<file path="src/rtl/zx81_tape_dma.sv">
// ZX80/ZX81 fast-load sequencer: spots the ROM LOAD entry on M1, overlays a short loop patch
// and streams the tape buffer into main RAM. Define TAPE_DMA_XSUM_EN to add the xsum output.
module zx81_tape_dma #(
  parameter logic [15:0] ZX81_ENTRY = 16'h0347,
  parameter logic [15:0] ZX81_EXIT  = 16'h03C3,
  parameter logic [15:0] ZX80_ENTRY = 16'h0207,
  parameter logic [15:0] ZX80_EXIT  = 16'h024D,
  parameter int          P_OFFSET   = 9
) (
  input  logic        clk_sys,
  input  logic        reset,
  input  logic        ce_cpu_p,
  input  logic        zx81,
  input  logic        nM1,
  input  logic [15:0] addr,
  input  logic [13:0] tape_size,
  input  logic        tape_type,
  output logic [13:0] tape_addr,
  input  logic [7:0]  tape_byte,
  output logic [15:0] ram_addr,
  output logic [7:0]  ram_data,
  output logic        ram_we,
  output logic        dma_active,
  output logic        patch_sel,
  output logic [7:0]  patch_byte,
  output logic        load_done
`ifdef TAPE_DMA_XSUM_EN
  ,
  output logic [7:0]  xsum
`endif
);

  typedef enum logic [1:0] {IDLE, FETCH, STREAM, DONE} state_t;

  state_t      state_reg;
  logic        old_nm1_reg;
  logic [13:0] index_reg;

  logic [15:0] entry_addr;
  logic [15:0] exit_addr;
  logic        m1_edge;
  logic        is_entry;
  logic        is_exit;
  logic [13:0] wr_offset;
  logic [13:0] wr_index;
  logic        in_window;
  logic [2:0]  patch_ofs;

  assign entry_addr = zx81 ? ZX81_ENTRY : ZX80_ENTRY;
  assign exit_addr  = zx81 ? ZX81_EXIT  : ZX80_EXIT;
  assign m1_edge    = old_nm1_reg & ~nM1;
  assign is_entry   = (addr == entry_addr);
  assign is_exit    = (addr < entry_addr) || (addr >= exit_addr);
  assign wr_offset  = tape_type ? 14'(P_OFFSET) : 14'd0;
  // RAM offset wraps inside the 16K window above 0x4000
  assign wr_index   = index_reg + wr_offset;

  always_ff @(posedge clk_sys) begin
    if (reset) begin
      state_reg   <= IDLE;
      old_nm1_reg <= 1'b1;
      index_reg   <= 14'd0;
      tape_addr   <= 14'd0;
      ram_addr    <= 16'd0;
      ram_data    <= 8'd0;
      ram_we      <= 1'b0;
      dma_active  <= 1'b0;
      load_done   <= 1'b0;
`ifdef TAPE_DMA_XSUM_EN
      xsum        <= 8'd0;
`endif
    end else begin
      old_nm1_reg <= nM1;
      ram_we      <= 1'b0;
      if (m1_edge && is_exit) begin
        state_reg  <= IDLE;
        index_reg  <= 14'd0;
        tape_addr  <= 14'd0;
        dma_active <= 1'b0;
        load_done  <= 1'b0;
`ifdef TAPE_DMA_XSUM_EN
        xsum       <= 8'd0;
`endif
      end else if (m1_edge && is_entry) begin
        // Entry fetch (re)starts the load; no write is issued in this clock
        state_reg  <= FETCH;
        index_reg  <= 14'd0;
        tape_addr  <= 14'd0;
        dma_active <= 1'b1;
        load_done  <= 1'b0;
`ifdef TAPE_DMA_XSUM_EN
        xsum       <= 8'd0;
`endif
      end else begin
        case (state_reg)
          FETCH: begin
            if (tape_size == 14'd0) begin
              state_reg <= DONE;
              load_done <= 1'b1;
            end else begin
              state_reg <= STREAM;
            end
          end
          STREAM: begin
            if (index_reg >= tape_size) begin
              state_reg <= DONE;
              load_done <= 1'b1;
            end else if (ce_cpu_p) begin
              ram_we    <= 1'b1;
              ram_data  <= tape_byte;
              ram_addr  <= {2'b01, wr_index};
              index_reg <= index_reg + 14'd1;
              tape_addr <= index_reg + 14'd1;
`ifdef TAPE_DMA_XSUM_EN
              xsum      <= xsum ^ tape_byte;
`endif
            end
          end
          default: ;
        endcase
      end
    end
  end

  assign in_window = (addr >= entry_addr) && (addr <= entry_addr + 16'd6);
  assign patch_sel = dma_active & in_window;
  assign patch_ofs = addr[2:0] - entry_addr[2:0];

  // xor a; nop|scf; jr nc,-3; jp back into the ROM loader
  always_comb begin
    patch_byte = 8'h00;
    if (patch_sel) begin
      case (patch_ofs)
        3'd0:    patch_byte = 8'hAF;
        3'd1:    patch_byte = load_done ? 8'h37 : 8'h00;
        3'd2:    patch_byte = 8'h30;
        3'd3:    patch_byte = 8'hFD;
        3'd4:    patch_byte = 8'hC3;
        3'd5:    patch_byte = zx81 ? 8'h07 : 8'h03;
        3'd6:    patch_byte = 8'h02;
        default: patch_byte = 8'h00;
      endcase
    end
  end

endmodule

</file>
<file path="config.mk">
export PLATFORM = sky130hd
export DESIGN_NAME = zx81_tape_dma
export DESIGN_NICKNAME = d
export VERILOG_FILES = /design/src/rtl/zx81_tape_dma.sv
export SDC_FILE = /design/constraint.sdc
export NUM_CORES = 1
export LEC_CHECK = 0
export ABC_AREA = 1
export BUFFER_PORTS_ARGS = -buffer_cell sky130_fd_sc_hd__buf_2
export CAP_MARGIN = 10
export CORE_UTILIZATION = 25
export DETAILED_ROUTE_END_ITERATION = 10
export GPL_TIMING_DRIVEN = 0
export MAX_ROUTING_LAYER = met4
export PLACE_DENSITY_LB_ADDON = 0.08
export SLEW_MARGIN = 15
export SYNTH_ARGS = -nofsm -noshare
export SYNTH_HDL_FRONTEND = slang
export SYNTH_SLANG_ARGS = --single-unit
</file>
<file path="constraint.sdc">
create_clock -name clk_sys -period 4.45 [get_ports clk_sys]
set_input_delay 1.335 -clock clk_sys [delete_from_list [all_inputs] [get_ports clk_sys]]
set_output_delay 1.335 -clock clk_sys [all_outputs]
set_load 0.005 [all_outputs]
</file>
==> summary.txt <==
Layout
  • Post-layout net count: approximately 660
  • Max reg flops: 15
  • Fin util: 32.1%
  • Post-Layout Inst Area: ~0.0040 mm2
  • Syn-to-layout area delta: 25.7%
  • Layout cells sized above 1: between 20 and 30%
  • Antenna diode count: 0

Detailed routing
  • Antenna-violating nets left: 0
  • Metal-1 WL: 4490 um
  • Final wirelength: between 9000 and 10000 um
  • DRT iter0 DRCs: between 100 and 150
  • Met2 WL: roughly 4400 um
  • Via density: about 4.4
  • Highest metal used: met4
  • Total number of vias: roughly 3.3k
  • First-pass iteration count of the detailed router: 4
  • Wire per inst: 12.1 um
  • WL met3: 333 um
  • DRC viols: 0

Power and ir drop
  • Clk pwr share: a little over two fifths
  • Seq pwr share: a little under half
  • Leak: ~2.0 nW
  • VDD IR-drop max: 97.0 uV
  • Switching Share: approximately a quarter
  • Internal: 0.628 mW
  • Cell Pwr Density: ~210 mW/mm2
  • Psw: 0.214 mW
  • Comb pwr share: between 10% and 20%

Clock tree
  • Htree depth: 2
  • Clock sink count: between 40 and 50
  • Clk_lat worst skew: ~0.28 ns
  • CTS root buffer: clkbuf_16
  • CTS Buf Count: 5
  • Clk buf depth: 2
  • CTS tree: yes
  • Post-CTS setup buffer count: 0
  • CTS clk-pin slew, worst paths: 0.07 ns

Critical path
  • CP Capture Type: primary output
  • CP startpoint kind: primary input
  • Reg2reg start: index_reg[7]
  • Worst Reg-to-Reg Cells: 12
  • Crit Path Class: primary input to primary output
  • Critical Path AT: 2.91 ns
  • Setup slack, reg-to-reg: about 2 ns
  • CP Max Fanout: 6
  • Reg-to-Reg End: ram_addr[11]
  • Setup crit end: patch_byte[0]
  • Worst Setup SP: zx81
  • CP Data Required Time: 3.12 ns

Placed design
  • Dpl cell area: about 0.0039 mm2
  • Dpl ws: around 0.12 ns
  • Port buffer count: 92
  • Hpwl dp: around 7600 um
  • GP Congestion: around 0.81

Timing
  • Final Worst Setup Slack: between 0.2 and 0.25 ns
  • Final Hold Fails: 0
  • Setup_tns: 0 ns
  • Final setup viols: 0
  • Timing-limited maximum frequency: between 0.2 and 0.25 GHz
  • RSZ-0062 raised after global routing: no
  • Min Clock Period, post-route: 4.25 ns
  • Final Slew Violations: 0
  • Clk_skew: 0.00609 ns
  • Worst slew margin: 62.1%
  • Least-Margin Pin Slew: 0.563 ns
  • Fin crit share: between 90% and 100%
  • Hold Slack: about 0.47 ns

Global route
  • Pin count of the biggest net entering global routing: 14
  • Gr usage total: 15.0%
  • Grt total ovfl: 0
  • Initial antenna violation count: 0
  • First-pass GRT wire length: roughly 15000 um
  • Vias in the first global route: approximately 3.1k

Logic synthesis
  • Flop and latch count out of synthesis: 43
  • Simple-Gate Fraction of Synth Area: a little over two fifths
  • Syn. warnings: 0
  • Syn Inst Count: 494
  • Largest family of logic cells by synthesized area: simple AND/OR/NAND/NOR gates
  • Synth cell types: 32
  • Post-synthesis xor/xnor area fraction: under 10%
  • Syn avg cell area: approximately 6.5 um2
  • Synthesized net count: 562
  • Netlist Area Pre-Place: approximately 0.0032 mm2
  • Fraction of synthesized area in multiplexers: 0%
  • Seq/Total Area, Yosys: roughly 27%
  • Post-synthesis compound-gate area fraction: 6.35%
  • Synth Area in Adders: under 10%

Floorplan
  • Die height: approximately 120 um
  • IO Pins: 94
  • Core Rows: 41
  • Die area: 0.0133 mm2
  • Initial Utilization: 25.6%
  • Die W: 115 um
  • CORE AREA: approximately 0.013 mm2

Min path
  • Worst min path class: register to register

Run
  • Max cap viols: 0

Status
  • Status: finished, final reports clean
## cells in the final DEF, fill, tap and decap left out, drive strengths merged
cell type | netlist | final
nor3 | 9 | 9
inv | 72 | 72
a21oi | 23 | 23
o21bai | 1 | 1
ha | 24 | 24
clkinvlp | 0 | 1
o21ai | 11 | 11
nand2 | 127 | 127
conb | 1 | 1
nand4 | 30 | 30
or2 | 2 | 2
a31oi | 3 | 3
nor2 | 96 | 96
nand3 | 22 | 22
a211oi | 1 | 1
xor2 | 11 | 11
buf | 9 | 101
dfxtp | 43 | 43
clkinv | 0 | 1
clkbuf | 6 | 12
nor4 | 1 | 1
xnor2 | 2 | 2
## metal layers
metal / GRT usage [%] / vias up
met5: - / -
li1: - / 1764
met1: 19.1 / 1514
met2: 25.3 / 56
met3: 2.58 / 2
met4: 2.34 / 0
## how the worst min path moves through the flow
stage,depth (start not counted),slack (ns),start,endpoint
after floorplan,2,0.46,dma_active,dma_active
after global placement,2,0.45,ram_addr[14],ram_addr[14]
after detailed placement,2,0.47,ram_addr[14],ram_addr[14]
after CTS,2,0.48,ram_addr[14],ram_addr[14]
after global routing,2,0.50,ram_addr[14],ram_addr[14]
final,2,0.47,ram_addr[14],ram_addr[14]
## synth_stat cells
master / instances / area [um2]
or2_2: 1 / 6.26
o21ai_1: 2 / 10.0
ha_1: 24 / 300
buf_8: 2 / 30.0
nand4_2: 1 / 12.5
xor2_1: 11 / 96.3
a21oi_1: 23 / 115
or2_0: 1 / 6.26
nand3_1: 20 / 100
buf_2: 6 / 30.0
clkbuf_1: 6 / 22.5
conb_1: 1 / 3.75
inv_1: 68 / 255
nor2_4: 1 / 11.3
inv_2: 4 / 15.0
nand2_4: 2 / 22.5
nand2_2: 3 / 18.8
nor3_1: 9 / 45.0
a31oi_1: 3 / 18.8
nor4_1: 1 / 6.26
o21bai_1: 1 / 7.51
nor2_8: 1 / 20.0
nor2_1: 51 / 191
nand2_1: 122 / 458
buf_4: 1 / 7.51
a211oi_1: 1 / 7.51
nand3_2: 2 / 20.0
dfxtp_1: 43 / 861
o21ai_0: 9 / 45.0
nand4_1: 29 / 181
nor2_2: 43 / 269
xnor2_1: 2 / 17.5
## cell type report
type | instances | area (um2)
inverters | 72 | 270
plain buffers | 15 | 90.1
well taps | 172 | 215
clock buffers | 6 | 129
multi-input cells | 364 | 2000
repair buffers | 92 | 460
flip-flops and latches | 43 | 861
clock inverters | 2 | 12.5
fillers | 1406 | 8530
## metrics by stage
| stage | total power [mW] | instances |
|---|---|---|
| after global routing | 0.885 | 766 |
| after floorplan | 0.448 | 494 |
| final | 0.842 | 766 |
| after global placement | 0.485 | 758 |
| after CTS | 0.856 | 766 |
| after detailed placement | 0.486 | 758 |
## worst max-delay path, stage by stage
cell and delay, ns:
buf_2 0.12, inv_1 0.10, ha_1 0.33, nand3_1 0.14, nor2_1 0.16, nand2_1 0.06
nand2_1 0.05, nand2_1 0.04, nand2_1 0.05, nand2_1 0.05, nand2_2 0.13, inv_1 0.09
nand3_1 0.08, nand2_1 0.05, buf_2 0.12
## cell families after synthesis
group | Yosys count
other cells | 1
flops | 43
fa+ha+maj | 24
xor+xnor | 13
compound gates | 39
simple gates | 287
buf+inv | 87
## timing repair
action                     in CTS  in global routing
hold buffers                    0                  0
gates resized for setup         0                  3
setup endpoints to repair       0                  4
## power by group through the flow
stage | Clock (mW) | Sequential (mW) | Combinational [mW]
after floorplan | 0 | 0.394 | 0.0541
after global placement | 0 | 0.394 | 0.0906
after detailed placement | 0 | 0.394 | 0.0921
after CTS | 0.378 | 0.385 | 0.0927
after global routing | 0.394 | 0.385 | 0.105
final | 0.365 | 0.385 | 0.0913
(Power assumes the default switching activity.)
